==> src/rtl/ddr_burst_seq_if.sv <==
// Bundle of upstream write/read handshakes and DDR2 driver port-2/3 signals for ddr_burst_seq.
// The sequencer attaches through the slave modport; producers and the driver model use master.
interface ddr_burst_seq_if #(
   parameter int unsigned ADDR_WIDTH = 30,
   parameter int unsigned DATA_WIDTH = 32
);
   logic [DATA_WIDTH-1:0] in_data;
   logic                  in_valid;
   logic                  in_ready;
   logic                  wr_flush;
   logic                  wr_err;
   logic                  rd_start;
   logic [ADDR_WIDTH-1:0] rd_base;
   logic [15:0]           rd_bursts;
   logic                  rd_busy;
   logic                  rd_done;
   logic [DATA_WIDTH-1:0] out_data;
   logic                  out_valid;
   logic                  app_w_enable;
   logic                  app_r_enable;
   logic [DATA_WIDTH-1:0] app_data_wr;
   logic                  app_data_wr_valid;
   logic [ADDR_WIDTH-1:0] app_addr_wr;
   logic                  app_addr_wr_valid;
   logic [ADDR_WIDTH-1:0] app_addr_rd;
   logic                  app_addr_rd_valid;
   logic [DATA_WIDTH-1:0] app_data_rd;
   logic                  app_data_rd_valid;

   modport slave (
      input  in_data, in_valid, wr_flush, rd_start, rd_base, rd_bursts,
             app_w_enable, app_r_enable, app_data_rd, app_data_rd_valid,
      output in_ready, wr_err, rd_busy, rd_done, out_data, out_valid,
             app_data_wr, app_data_wr_valid, app_addr_wr, app_addr_wr_valid,
             app_addr_rd, app_addr_rd_valid
   );

   modport master (
      output in_data, in_valid, wr_flush, rd_start, rd_base, rd_bursts,
             app_w_enable, app_r_enable, app_data_rd, app_data_rd_valid,
      input  in_ready, wr_err, rd_busy, rd_done, out_data, out_valid,
             app_data_wr, app_data_wr_valid, app_addr_wr, app_addr_wr_valid,
             app_addr_rd, app_addr_rd_valid
   );
endinterface

==> src/rtl/ddr_burst_seq.sv <==
// Packs a word stream into fixed-length DDR2 write bursts and paces read-burst commands.
// Define DDR_BURST_SEQ_WRAP_EN to wrap the write address at WR_LIMIT instead of halting.
module ddr_burst_seq #(
   parameter int unsigned           ADDR_WIDTH  = 30,
   parameter int unsigned           DATA_WIDTH  = 32,
   parameter int unsigned           BURST_WORDS = 32,
   parameter logic [ADDR_WIDTH-1:0] WR_BASE     = '0,
   parameter logic [ADDR_WIDTH-1:0] WR_LIMIT    = 30'h0100_0000
) (
   input logic             c1_clk0,
   input logic             rst_n,
   ddr_burst_seq_if.slave  bus
);
   localparam int unsigned           CntW       = $clog2(BURST_WORDS);
   localparam logic [CntW-1:0]       LastCnt    = CntW'(BURST_WORDS - 1);
   localparam logic [CntW:0]         BeatFull   = (CntW + 1)'(BURST_WORDS);
   localparam logic [ADDR_WIDTH-1:0] BurstBytes = ADDR_WIDTH'(BURST_WORDS * 4);

   typedef enum logic [1:0] {WFill, WPad, WCmd, WHalt} w_state_e;
   typedef enum logic [1:0] {RIdle, RCmd, RWait} r_state_e;

   w_state_e              w_state_q, w_state_d;
   logic [CntW-1:0]       cnt_q, cnt_d;
   logic [ADDR_WIDTH-1:0] waddr_q, waddr_d, waddr_inc;
   logic                  in_ready_q, in_ready_d, err_q, err_d;
   logic [DATA_WIDTH-1:0] wdata_q, wdata_d;
   logic                  wvalid_q, wvalid_d, awvalid_q, awvalid_d;
   logic [ADDR_WIDTH-1:0] awaddr_q, awaddr_d;
   logic                  accept;

   r_state_e              r_state_q, r_state_d;
   logic [ADDR_WIDTH-1:0] raddr_q, raddr_d, araddr_q, araddr_d;
   logic [15:0]           rem_q, rem_d;
   logic [CntW:0]         beat_q, beat_d;
   logic                  arvalid_q, arvalid_d, busy_q, busy_d, done_q, done_d;
   logic [DATA_WIDTH-1:0] out_data_q;
   logic                  out_valid_q;

   // in_ready is registered, so a late drop of app_w_enable must still block acceptance.
   assign accept    = bus.in_valid && in_ready_q && bus.app_w_enable;
   assign waddr_inc = waddr_q + BurstBytes;

   always_comb begin
      w_state_d  = w_state_q;
      cnt_d      = cnt_q;
      waddr_d    = waddr_q;
      err_d      = err_q;
      in_ready_d = 1'b0;
      wdata_d    = wdata_q;
      wvalid_d   = 1'b0;
      awaddr_d   = awaddr_q;
      awvalid_d  = 1'b0;
      unique case (w_state_q)
         WFill: begin
            if (accept) begin
               wvalid_d = 1'b1;
               wdata_d  = bus.in_data;
               cnt_d    = (cnt_q == LastCnt) ? '0 : cnt_q + 1'b1;
            end
            if (accept && cnt_q == LastCnt) begin
               w_state_d = WCmd;
            end else if (bus.wr_flush && cnt_d != '0) begin
               w_state_d = WPad;
            end else begin
               in_ready_d = bus.app_w_enable && !err_q;
            end
         end
         WPad: begin
            if (bus.app_w_enable) begin
               wvalid_d = 1'b1;
               wdata_d  = '0;
               cnt_d    = (cnt_q == LastCnt) ? '0 : cnt_q + 1'b1;
               if (cnt_q == LastCnt) w_state_d = WCmd;
            end
         end
         WCmd: begin
            awvalid_d  = 1'b1;
            awaddr_d   = waddr_q;
            w_state_d  = WFill;
            in_ready_d = bus.app_w_enable && !err_q;
            waddr_d    = waddr_inc;
            if (waddr_inc >= WR_LIMIT) begin
`ifdef DDR_BURST_SEQ_WRAP_EN
               waddr_d    = WR_BASE;
`else
               w_state_d  = WHalt;
               err_d      = 1'b1;
               in_ready_d = 1'b0;
`endif
            end
         end
         WHalt: begin
         end
         default: w_state_d = WFill;
      endcase
   end

   always_ff @(posedge c1_clk0 or negedge rst_n) begin
      if (!rst_n) begin
         w_state_q  <= WFill;
         cnt_q      <= '0;
         waddr_q    <= WR_BASE;
         err_q      <= 1'b0;
         in_ready_q <= 1'b0;
         wdata_q    <= '0;
         wvalid_q   <= 1'b0;
         awaddr_q   <= '0;
         awvalid_q  <= 1'b0;
      end else begin
         w_state_q  <= w_state_d;
         cnt_q      <= cnt_d;
         waddr_q    <= waddr_d;
         err_q      <= err_d;
         in_ready_q <= in_ready_d;
         wdata_q    <= wdata_d;
         wvalid_q   <= wvalid_d;
         awaddr_q   <= awaddr_d;
         awvalid_q  <= awvalid_d;
      end
   end

   always_comb begin
      r_state_d = r_state_q;
      raddr_d   = raddr_q;
      rem_d     = rem_q;
      beat_d    = beat_q;
      araddr_d  = araddr_q;
      arvalid_d = 1'b0;
      busy_d    = busy_q;
      done_d    = 1'b0;
      unique case (r_state_q)
         RIdle: begin
            if (bus.rd_start) begin
               if (bus.rd_bursts == '0) begin
                  done_d = 1'b1;
               end else begin
                  raddr_d   = bus.rd_base;
                  rem_d     = bus.rd_bursts;
                  busy_d    = 1'b1;
                  r_state_d = RCmd;
               end
            end
         end
         RCmd: begin
            if (bus.app_r_enable) begin
               arvalid_d = 1'b1;
               araddr_d  = raddr_q;
               raddr_d   = raddr_q + BurstBytes;
               rem_d     = rem_q - 1'b1;
               beat_d    = '0;
               r_state_d = RWait;
            end
         end
         RWait: begin
            // Decide one cycle after the last beat so rd_done trails its forwarded out_valid.
            if (beat_q == BeatFull) begin
               if (rem_q != '0) begin
                  r_state_d = RCmd;
               end else begin
                  r_state_d = RIdle;
                  busy_d    = 1'b0;
                  done_d    = 1'b1;
               end
            end else if (bus.app_data_rd_valid) begin
               beat_d = beat_q + 1'b1;
            end
         end
         default: r_state_d = RIdle;
      endcase
   end

   always_ff @(posedge c1_clk0 or negedge rst_n) begin
      if (!rst_n) begin
         r_state_q   <= RIdle;
         raddr_q     <= '0;
         rem_q       <= '0;
         beat_q      <= '0;
         araddr_q    <= '0;
         arvalid_q   <= 1'b0;
         busy_q      <= 1'b0;
         done_q      <= 1'b0;
         out_data_q  <= '0;
         out_valid_q <= 1'b0;
      end else begin
         r_state_q   <= r_state_d;
         raddr_q     <= raddr_d;
         rem_q       <= rem_d;
         beat_q      <= beat_d;
         araddr_q    <= araddr_d;
         arvalid_q   <= arvalid_d;
         busy_q      <= busy_d;
         done_q      <= done_d;
         out_data_q  <= bus.app_data_rd;
         out_valid_q <= bus.app_data_rd_valid;
      end
   end

   assign bus.in_ready          = in_ready_q;
   assign bus.wr_err            = err_q;
   assign bus.app_data_wr       = wdata_q;
   assign bus.app_data_wr_valid = wvalid_q;
   assign bus.app_addr_wr       = awaddr_q;
   assign bus.app_addr_wr_valid = awvalid_q;
   assign bus.app_addr_rd       = araddr_q;
   assign bus.app_addr_rd_valid = arvalid_q;
   assign bus.rd_busy           = busy_q;
   assign bus.rd_done           = done_q;
   assign bus.out_data          = out_data_q;
   assign bus.out_valid         = out_valid_q;
endmodule

==> src/flat_wrapper.sv <==
// flat-port wrapper written by rule: the top's interface ports become plain ports
module ddr_burst_seq_flat 
#(
   parameter int unsigned           ADDR_WIDTH  = 30,
   parameter int unsigned           DATA_WIDTH  = 32,
   parameter int unsigned           BURST_WORDS = 32,
   parameter logic [ADDR_WIDTH-1:0] WR_BASE     = '0,
   parameter logic [ADDR_WIDTH-1:0] WR_LIMIT    = 30'h0100_0000
)
  (c1_clk0, rst_n, bus_in_data, bus_in_valid, bus_wr_flush, bus_rd_start, bus_rd_base, bus_rd_bursts, bus_app_w_enable, bus_app_r_enable, bus_app_data_rd, bus_app_data_rd_valid, bus_in_ready, bus_wr_err, bus_rd_busy, bus_rd_done, bus_out_data, bus_out_valid, bus_app_data_wr, bus_app_data_wr_valid, bus_app_addr_wr, bus_app_addr_wr_valid, bus_app_addr_rd, bus_app_addr_rd_valid);
  ddr_burst_seq_if #(.ADDR_WIDTH(ADDR_WIDTH), .DATA_WIDTH(DATA_WIDTH)) bus_i ();
  input logic c1_clk0;
  input logic rst_n;
  input wire logic [$bits(bus_i.in_data)-1:0] bus_in_data;
  input wire logic [$bits(bus_i.in_valid)-1:0] bus_in_valid;
  input wire logic [$bits(bus_i.wr_flush)-1:0] bus_wr_flush;
  input wire logic [$bits(bus_i.rd_start)-1:0] bus_rd_start;
  input wire logic [$bits(bus_i.rd_base)-1:0] bus_rd_base;
  input wire logic [$bits(bus_i.rd_bursts)-1:0] bus_rd_bursts;
  input wire logic [$bits(bus_i.app_w_enable)-1:0] bus_app_w_enable;
  input wire logic [$bits(bus_i.app_r_enable)-1:0] bus_app_r_enable;
  input wire logic [$bits(bus_i.app_data_rd)-1:0] bus_app_data_rd;
  input wire logic [$bits(bus_i.app_data_rd_valid)-1:0] bus_app_data_rd_valid;
  output wire logic [$bits(bus_i.in_ready)-1:0] bus_in_ready;
  output wire logic [$bits(bus_i.wr_err)-1:0] bus_wr_err;
  output wire logic [$bits(bus_i.rd_busy)-1:0] bus_rd_busy;
  output wire logic [$bits(bus_i.rd_done)-1:0] bus_rd_done;
  output wire logic [$bits(bus_i.out_data)-1:0] bus_out_data;
  output wire logic [$bits(bus_i.out_valid)-1:0] bus_out_valid;
  output wire logic [$bits(bus_i.app_data_wr)-1:0] bus_app_data_wr;
  output wire logic [$bits(bus_i.app_data_wr_valid)-1:0] bus_app_data_wr_valid;
  output wire logic [$bits(bus_i.app_addr_wr)-1:0] bus_app_addr_wr;
  output wire logic [$bits(bus_i.app_addr_wr_valid)-1:0] bus_app_addr_wr_valid;
  output wire logic [$bits(bus_i.app_addr_rd)-1:0] bus_app_addr_rd;
  output wire logic [$bits(bus_i.app_addr_rd_valid)-1:0] bus_app_addr_rd_valid;
  assign bus_i.in_data = bus_in_data;
  assign bus_i.in_valid = bus_in_valid;
  assign bus_i.wr_flush = bus_wr_flush;
  assign bus_i.rd_start = bus_rd_start;
  assign bus_i.rd_base = bus_rd_base;
  assign bus_i.rd_bursts = bus_rd_bursts;
  assign bus_i.app_w_enable = bus_app_w_enable;
  assign bus_i.app_r_enable = bus_app_r_enable;
  assign bus_i.app_data_rd = bus_app_data_rd;
  assign bus_i.app_data_rd_valid = bus_app_data_rd_valid;
  assign bus_in_ready = bus_i.in_ready;
  assign bus_wr_err = bus_i.wr_err;
  assign bus_rd_busy = bus_i.rd_busy;
  assign bus_rd_done = bus_i.rd_done;
  assign bus_out_data = bus_i.out_data;
  assign bus_out_valid = bus_i.out_valid;
  assign bus_app_data_wr = bus_i.app_data_wr;
  assign bus_app_data_wr_valid = bus_i.app_data_wr_valid;
  assign bus_app_addr_wr = bus_i.app_addr_wr;
  assign bus_app_addr_wr_valid = bus_i.app_addr_wr_valid;
  assign bus_app_addr_rd = bus_i.app_addr_rd;
  assign bus_app_addr_rd_valid = bus_i.app_addr_rd_valid;
  ddr_burst_seq #(.ADDR_WIDTH(ADDR_WIDTH), .DATA_WIDTH(DATA_WIDTH), .BURST_WORDS(BURST_WORDS), .WR_BASE(WR_BASE), .WR_LIMIT(WR_LIMIT)) u_core (.c1_clk0(c1_clk0), .rst_n(rst_n), .bus(bus_i));
endmodule
==> config.mk <==
export PLATFORM = sky130hd
export DESIGN_NAME = ddr_burst_seq_flat
export DESIGN_NICKNAME = d
export VERILOG_FILES = /design/src/rtl/ddr_burst_seq_if.sv /design/src/rtl/ddr_burst_seq.sv /design/src/flat_wrapper.sv
export SDC_FILE = /design/constraint.sdc
export NUM_CORES = 1
export LEC_CHECK = 0
export BUFFER_PORTS_ARGS = -buffer_cell sky130_fd_sc_hd__buf_2
export CAP_MARGIN = 20
export CORE_MARGIN = 2
export CORE_UTILIZATION = 40
export DETAILED_ROUTE_END_ITERATION = 16
export HOLD_SLACK_MARGIN = 0.05
export PLACE_DENSITY = 0.69
export SYNTH_ARGS = -nofsm -noshare
export SYNTH_HDL_FRONTEND = slang
export SYNTH_SLANG_ARGS = --single-unit
==> constraint.sdc <==
create_clock -name c1_clk0 -period 2.47 [get_ports c1_clk0]
set_input_delay 0 -clock c1_clk0 [delete_from_list [all_inputs] [get_ports c1_clk0]]
set_output_delay 0 -clock c1_clk0 [all_outputs]
set_load 0.005 [all_outputs]
==> results by group, run 1 <==
Outcome
  – Status: finished clean

Die
  – Die Wd: 155 um
  – Initial Util: 40.6%
  – Total I/O pin count: 250
  – Row cnt: 55
  – Die Ht: 155 um
  – Core area: 22500 sq um
  – Die ar.: 24100 sq um

Place
  – Hpwl dp: 15700 um
  – Dpl cell area: 10700 sq um
  – # port buffers: 242
  – Pre-CTS setup slack: 0.0885 ns
  – GPL Wtd Cong: 0.809

Critical path
  – CP Depth: 11
  – Reg2Reg Launch Point: u_core.cnt_q[0]$_DFFE_PN0P_
  – Crit start category: primary input
  – CP most frequent cell: dlygate4sd3_1
  – Flop2flop setup slack: 0.14 ns
  – Slowest CP cell: dlygate4sd3_1
  – CP Capture Type: flip-flop
  – CP Data Required Time: 2.92 ns
  – Worst Path Arrival: 2.80 ns
  – Worst path max stage delay: 0.56 ns
  – Reg2reg end: u_core.w_state_q[1]$_DFFE_PN0P_
  – Reg2reg path depth: 8
  – Worst Path Buf+Inv: 5
  – Crit Path Category: primary input to flip-flop
  – Max FO, Critical Path: 40
  – CP Cell Sequence: dlygate4sd3_1 -> buf_2 -> nor4_2 -> nand4_1 -> nand3_1 -> buf_4 -> nand2_1 -> clkbuf_8 -> o21ai_0 -> o2bb2ai_1 -> dlygate4sd3_1
  – CP delay by family, top: buffers and inverters

Detailed routing
  – Via count: 8277
  – ANT nets after route: 0
  – Pre-Repair DR Iteration Count: 5
  – DR vias/cell: 5.20
  – Wire length per cell: 15.9 um
  – Drc violations: 0
  – Detailed router's first-iteration violation count: 510
  – Routed wire length: 25200 um

STA
  – Tightest Pin Transition: 0.548 ns
  – Max-slew headroom: 63.2%
  – Final worst slack: 0.116 ns
  – Worst hold slack: 0.0438 ns
  – Tmin final: 2.35 ns
  – Pins Over Slew Limit: 0
  – Setup Total Neg Slack: 0 ns
  – RSZ-0062 raised after global routing: no
  – Final worst path period share: 95.3%
  – Final setup viols: 0
  – Fmax: 0.425 GHz
  – Final Hold Fails: 0
  – Clk_skew: 0.00845 ns

Min path
  – Worst hold path class: primary input to async pin

Synth
  – Post-synthesis compound-gate area fraction: 10.5%
  – Post-synth EDFFs: 0
  – Synth Area in XOR/XNOR: 2.78%
  – Avg Cell Area, Syn: 10.2 sq um
  – Primary FF master, synth: dfrtp_1
  – Synth async-reset ratio: 100%
  – Number of library cell types mapped by synthesis: 66
  – Dominant combinational cell family by area after synthesis: simple AND/OR/NAND/NOR gates
  – Syn. warnings: 0
  – Yosys top cell area share: 57.2%
  – Synthesized area: 9140 sq um
  – Synth Register Bits: 209
  – Post-synthesis mux area share: 4.39%
  – Sequential area share after synthesis: 57.2%
  – Post-synthesis instance total: 897
  – Top post-synthesis cells by area: dfrtp_1 (57%), nand2_1 (8.2%), mux2_2 (4.1%)
  – Synth Area in Simple Gates: 20.1%
  – Synth Area in Adders: 1.64%
  – Area leader, netlist: dfrtp_1

Cells and area
  – Final-stage net count: 1420
  – Ant diodes: 0
  – Syn-to-layout area delta: 43.3%
  – Design Area, Final: 13100 sq um
  – Fraction of layout cells with a size suffix above 1: 28.0%
  – Filler Cell Count: 1827

Power and ir drop
  – Switch share: 35.7%
  – Final Power: 12.8 mW
  – Switching pwr: 4.59 mW
  – Clock power share: 27.2%
  – Cell internal pwr: 8.26 mW
  – Total leakage power: 6.42 nW
  – Pwr Density: 981 nW/um^2
  – Seq pwr share: 40.0%
  – VDD IR-drop max: 0.000606 V
  – Combinational power share: 32.9%

Clock tree
  – Clock buffer depth: 3
  – CTS sink count: 209
  – Clock slew at reported path FFs: 0.06 ns
  – Root Driver: clkbuf_16
  – Worst skew pair latency: 0.51 ns
  – CTS Buf Count: 24
  – CTS tree: built
  – H-tree levels: 1

Global routing
  – First-pass GRT wire length: 40800 um
  – All-layer global routing usage: 20.4%
  – Total gr overflow: 0
  – Initial antenna violation count: 0
  – Largest net degree at the start of global routing: 68
  – Vias in the first global route: 8174

Flow run
  – Max_cap viols: 0
placed cells by master, fill, tap and decap left out, drive strengths merged, types with 7 or more instances in the layout:
cell	n
nor3	16
and4	8
conb	7
buf	265
ha	12
nor4	11
xnor2	18
nand4	49
nor2	49
dlygate4sd3	152
dfrtp	209
clkbuf	37
nand2	199
inv	14
o21ai	40
mux2	33
a21oi	59
nand3	20
xor2	11
o22ai	15
and3	10
stage by stage:
stage / util (%) / instances
3_3_place_gp: 47.6 / 1394
6_report: 58.2 / 1592
3_5_place_dp: 47.6 / 1394
2_1_floorplan: - / 903
4_1_cts: 57.8 / 1589
5_1_grt: 58.2 / 1592
timing repair:
item | CTS | global route
buffers inserted | 0 | 3
hold endpoints to repair | 335 | 0
hold buffers | 152 | 0
setup endpoints to repair | 0 | 4
gates resized for setup | 0 | 13
cell usage after synthesis (3+ instances only):
cell	n
dfrtp_1	209
nand2_1	199
a21oi_1	58
nor2_1	49
nand4_1	47
clkbuf_1	42
o21ai_0	38
mux2_2	33
nand3_1	19
xnor2_1	18
nor3_1	15
o22ai_1	14
inv_1	13
ha_1	12
xor2_1	11
and3_1	9
and4_1	8
nor4_1	8
buf_4	7
a22oi_1	6
a31oi_1	6
buf_2	5
a21o_1	4
buf_1	4
o2bb2ai_1	4
a211oi_1	3
and2_1	3
mux2i_1	3
nand2b_1	3
state kept, by name, summed over array words and instances, names as in the netlist, 2 cells and up:
register and flops:
u_core.beat_q 6, u_core.bus.app_addr_rd 30, u_core.bus.app_addr_wr 23, u_core.bus.app_data_wr 32
u_core.bus.out_data 32, u_core.cnt_q 5, u_core.r_state_q 2, u_core.raddr_q 30
u_core.rem_q 16, u_core.w_state_q 2, u_core.waddr_q 23
worst reg2reg max path: stages, from the launching register on:
cell and delay, ns:
dfrtp_2 0.44, ha_2 0.21, and3_1 0.21, ha_2 0.34, nor4_2 0.05, and3_1 0.19, a221o_1 0.38, buf_4 0.17
o41ai_2 0.25
worst max path at each step:
stage                                startpoint                              end
CTS                           bus_rd_bursts[10]     u_core.rem_q[15]$_DFFE_PN0P_
global route        u_core.cnt_q[0]$_DFFE_PN0P_  u_core.w_state_q[1]$_DFFE_PN0P_
global placement    u_core.cnt_q[0]$_DFFE_PN0P_  u_core.w_state_q[1]$_DFFE_PN0P_
floorplan           u_core.cnt_q[0]$_DFFE_PN0P_  u_core.w_state_q[1]$_DFFE_PN0P_
detailed placement  u_core.cnt_q[0]$_DFFE_PN0P_  u_core.w_state_q[1]$_DFFE_PN0P_
finish                         bus_rd_bursts[1]     u_core.rem_q[15]$_DFFE_PN0P_
per-layer routing:
metal | GRT usage [%] | wire length, um | part of all wire, % | vias to the layer above
met5 | 0 | 0 | 0 | -
met4 | 6.95 | 708 | 2.8 | 0
met3 | 2.87 | 1420 | 5.6 | 64
met2 | 34.8 | 12200 | 49 | 280
met1 | 27.0 | 10900 | 43 | 4022
li1 | - | - | - | 3911
power by group through the flow:
stage,combinational [mW],clock (mW),sequential (mW)
6_report,4.22,3.49,5.13
5_1_grt,4.74,3.72,5.27
3_5_place_dp,3.81,0,5.14
4_1_cts,4.10,3.57,5.09
2_1_floorplan,2.57,0,4.96
3_3_place_gp,3.70,0,5.11
logic make-up (layout without fill, tap and decap cells):
| family | after synthesis | after routing |
|---|---|---|
| buffers and inverters | 73 | 477 |
| other | 1 | 7 |
| DFF | 209 | 209 |
| muxes | 36 | 36 |
| and+or+nand+nor | 379 | 379 |
| xor gates and xnor gates | 29 | 29 |
| AOI/OAI and AO/OA | 158 | 158 |
| adders and majority gates | 12 | 12 |
area by class of cell:
class	instances	area, sq um	share of cell area [%]
flip-flops and latches	209	5230	39.9
multi-input cells	621	3700	28.2
repair buffers	419	2970	22.7
clock buffers	35	702	5.36
well taps	285	357	2.72
clock inverters	8	81.3	0.621
inverters	15	56.3	0.430
(Power assumes the default switching activity.)
==> run 2: changes to the inputs <==
- CORE_UTILIZATION: 40 -> 48
- PLACE_DENSITY: 0.69 -> 0.82
- clock period: 2.47 -> 2.16 ns (I/O delays scaled with it)
==> run 2 against run 1 <==
Effect of this change:
- the run now ends with setup timing left
- clock skew barely moved
- global-route usage rose by 5.7 points
- sequential share of layout area rose by 0.66 points
- hold slack improved by 0.045 ns
- critical path type is now flip-flop to flip-flop
- largest cell class unchanged
- largest power group unchanged
==> results by group, run 2 (synthesis results as in run 1) <==
Clock tree
  – Clock slew at reported path FFs: 0.06 ns
  – Worst skew pair latency: 0.50 ns
  – H-tree levels: 1
  – CTS tree: built
  – CTS sink count: 209
  – Root Driver: clkbuf_16
  – CTS Buf Count: 23
  – Clock buffer depth: 3

Critical path
  – CP delay by family, top: simple AND/OR/NAND/NOR gates
  – Worst Path Buf+Inv: 0
  – Crit Path Category: flip-flop to flip-flop
  – CP Cell Sequence: ha_2 -> and3_4 -> ha_4 -> nor4_4 -> and3_4 -> a221o_1 -> mux2i_1 -> o41ai_2
  – Worst path max stage delay: 0.39 ns
  – Crit start category: flip-flop
  – CP Capture Type: flip-flop
  – Flop2flop setup slack: -0.08 ns
  – CP Data Required Time: 2.53 ns
  – CP most frequent cell: and3_4
  – Worst Path Arrival: 2.62 ns
  – Slowest CP cell: dfrtp_1
  – Max FO, Critical Path: 3

Power and ir drop
  – VDD IR-drop max: 0.000754 V
  – Total leakage power: 6.42 nW
  – Final Power: 14.7 mW
  – Pwr Density: 1140 nW/um^2

Detailed routing
  – Pre-Repair DR Iteration Count: 5
  – Via count: 8607
  – Drc violations: 0
  – Detailed router's first-iteration violation count: 609
  – Routed wire length: 27200 um
  – DR vias/cell: 5.61
  – Wire length per cell: 17.7 um
  – ANT nets after route: 0

STA
  – Final Hold Fails: 0
  – Final worst path period share: 104%
  – Max-slew headroom: 63.4%
  – Pins Over Slew Limit: 0
  – Final worst slack: -0.0827 ns
  – Worst hold slack: 0.0886 ns
  – Fmax: 0.446 GHz
  – Final setup viols: 1
  – Clk_skew: 0.00797 ns
  – RSZ-0062 raised after global routing: yes
  – Tmin final: 2.24 ns
  – Tightest Pin Transition: 0.549 ns

Place
  – # port buffers: 242
  – GPL Wtd Cong: 0.878
  – Pre-CTS setup slack: -0.0959 ns
  – Hpwl dp: 15600 um
  – Post-Place Cells: 1353

Die
  – Die Wd: 142 um
  – Die ar.: 20200 sq um
  – Die Ht: 142 um
  – Initial Util: 48.9%
  – Total I/O pin count: 250
  – Row cnt: 50
  – Core area: 18700 sq um

Cells and area
  – Final-stage net count: 1410
  – Most frequent cells in the layout: buf_2 (241), dfrtp_1 (207), nand2_1 (199)
  – Post-route insts no fill: 1534
  – Filler Cell Count: 1271
  – Commonest non-fill, non-tap cell in the layout: buf_2
  – Core Util, Final: 68.9%
  – Fraction of layout cells with a size suffix above 1: 29.5%
  – Syn-to-layout area delta: 41.0%

Outcome
  – Violated checks: setup timing
  – Status: finished with violations

Global routing
  – Total gr overflow: 0
  – Initial antenna violation count: 1
  – First-pass GRT wire length: 42900 um
  – Largest net degree at the start of global routing: 70
  – Vias in the first global route: 8587
  – All-layer global routing usage: 26.1%

Min path
  – Worst hold path class: primary input to async pin

Flow run
  – Max_cap viols: 0
==> run 2: cell count changes in the layout (fill, tap and decap cells not counted), sizes merged <==
cell	before	now
diode	0	6
dlygate4sd3	152	128
buf	265	281
clkinv	6	8
clkinvlp	2	1
clkbuf	37	31
==> run 2: worst paths after layout <==
kind | start | endpoint | cells past startpoint
max | u_core.cnt_q[0]$_DFFE_PN0P_ | u_core.w_state_q[1]$_DFFE_PN0P_ | 8
min | rst_n | u_core.bus.out_data[9]$_DFF_PN0_ | 2
max reg2reg | u_core.cnt_q[0]$_DFFE_PN0P_ | u_core.w_state_q[1]$_DFFE_PN0P_ | 8
min reg2reg | u_core.bus.app_data_wr[18]$_DFFE_PN0P_ | u_core.bus.app_data_wr[18]$_DFFE_PN0P_ | 2
max in group asynchronous | rst_n | u_core.cnt_q[3]$_DFFE_PN0P_ | 3
min in group c1_clk0 | bus_app_data_rd[9] | u_core.bus.out_data[9]$_DFF_PN0_ | 2
==> run 2: layout make-up <==
type / count / area [sq um] / share of cell area, %
Clock inverter: 9 / 72.6 / 0.563
Sequential cell: 209 / 5230 / 40.6
Clock buffer: 30 / 642 / 4.98
Tap cell: 234 / 293 / 2.27
Multi-Input combinational cell: 621 / 3720 / 28.8
Timing Repair Buffer: 410 / 2860 / 22.2
Inverter: 15 / 56.3 / 0.437
Antenna cell: 6 / 15.0 / 0.117
==> run 2: worst reg2reg max path, delay by kind of cell (launching register included) <==
| family | cells | cell delay [ns] |
|---|---|---|
| adder cells (fa/ha/maj) | 2 | 0.42 |
| multiplexers | 1 | 0.26 |
| AO/OA/AOI/OAI | 2 | 0.35 |
| AND/OR/NAND/NOR | 3 | 0.71 |
| flip-flops | 1 | 0.39 |
==> run 2: timing repair <==
action                                 in CTS  in global routing
pin swaps                                   6                  3
setup endpoints to repair                   2                 13
hold buffers                              128                  0
endpoints found under the hold margin     333                  0
resized for setup                           9                  9
setup buffers                               2                  6
==> run 2: report_power, final <==
| part | internal [mW] | total [mW] | switching [mW] |
|---|---|---|---|
| registers | 4.93 | 5.90 | 0.975 |
| clock network | 2.20 | 3.76 | 1.56 |
| logic | 2.15 | 5.01 | 2.85 |
| total | 9.28 | 14.7 | 5.39 |
==> run 2: layer usage <==
layer | wire, um | up-vias | part of all wire [%] | GRT usage (%)
li1 | - | 3903 | - | -
met1 | 10600 | 4140 | 39 | 33.3
met2 | 13400 | 436 | 49 | 43.4
met3 | 1680 | 128 | 6.2 | 3.47
met4 | 1560 | 0 | 5.7 | 14.5
met5 | 0 | - | 0 | 0
==> run 2: per-stage QoR <==
step	TNS, ns	cell area, sq um
2_1_floorplan	0	9160
3_3_place_gp	0	10700
3_5_place_dp	-0.0959	10700
4_1_cts	0	12800
5_1_grt	-0.161	12900
6_report	-0.0827	12900
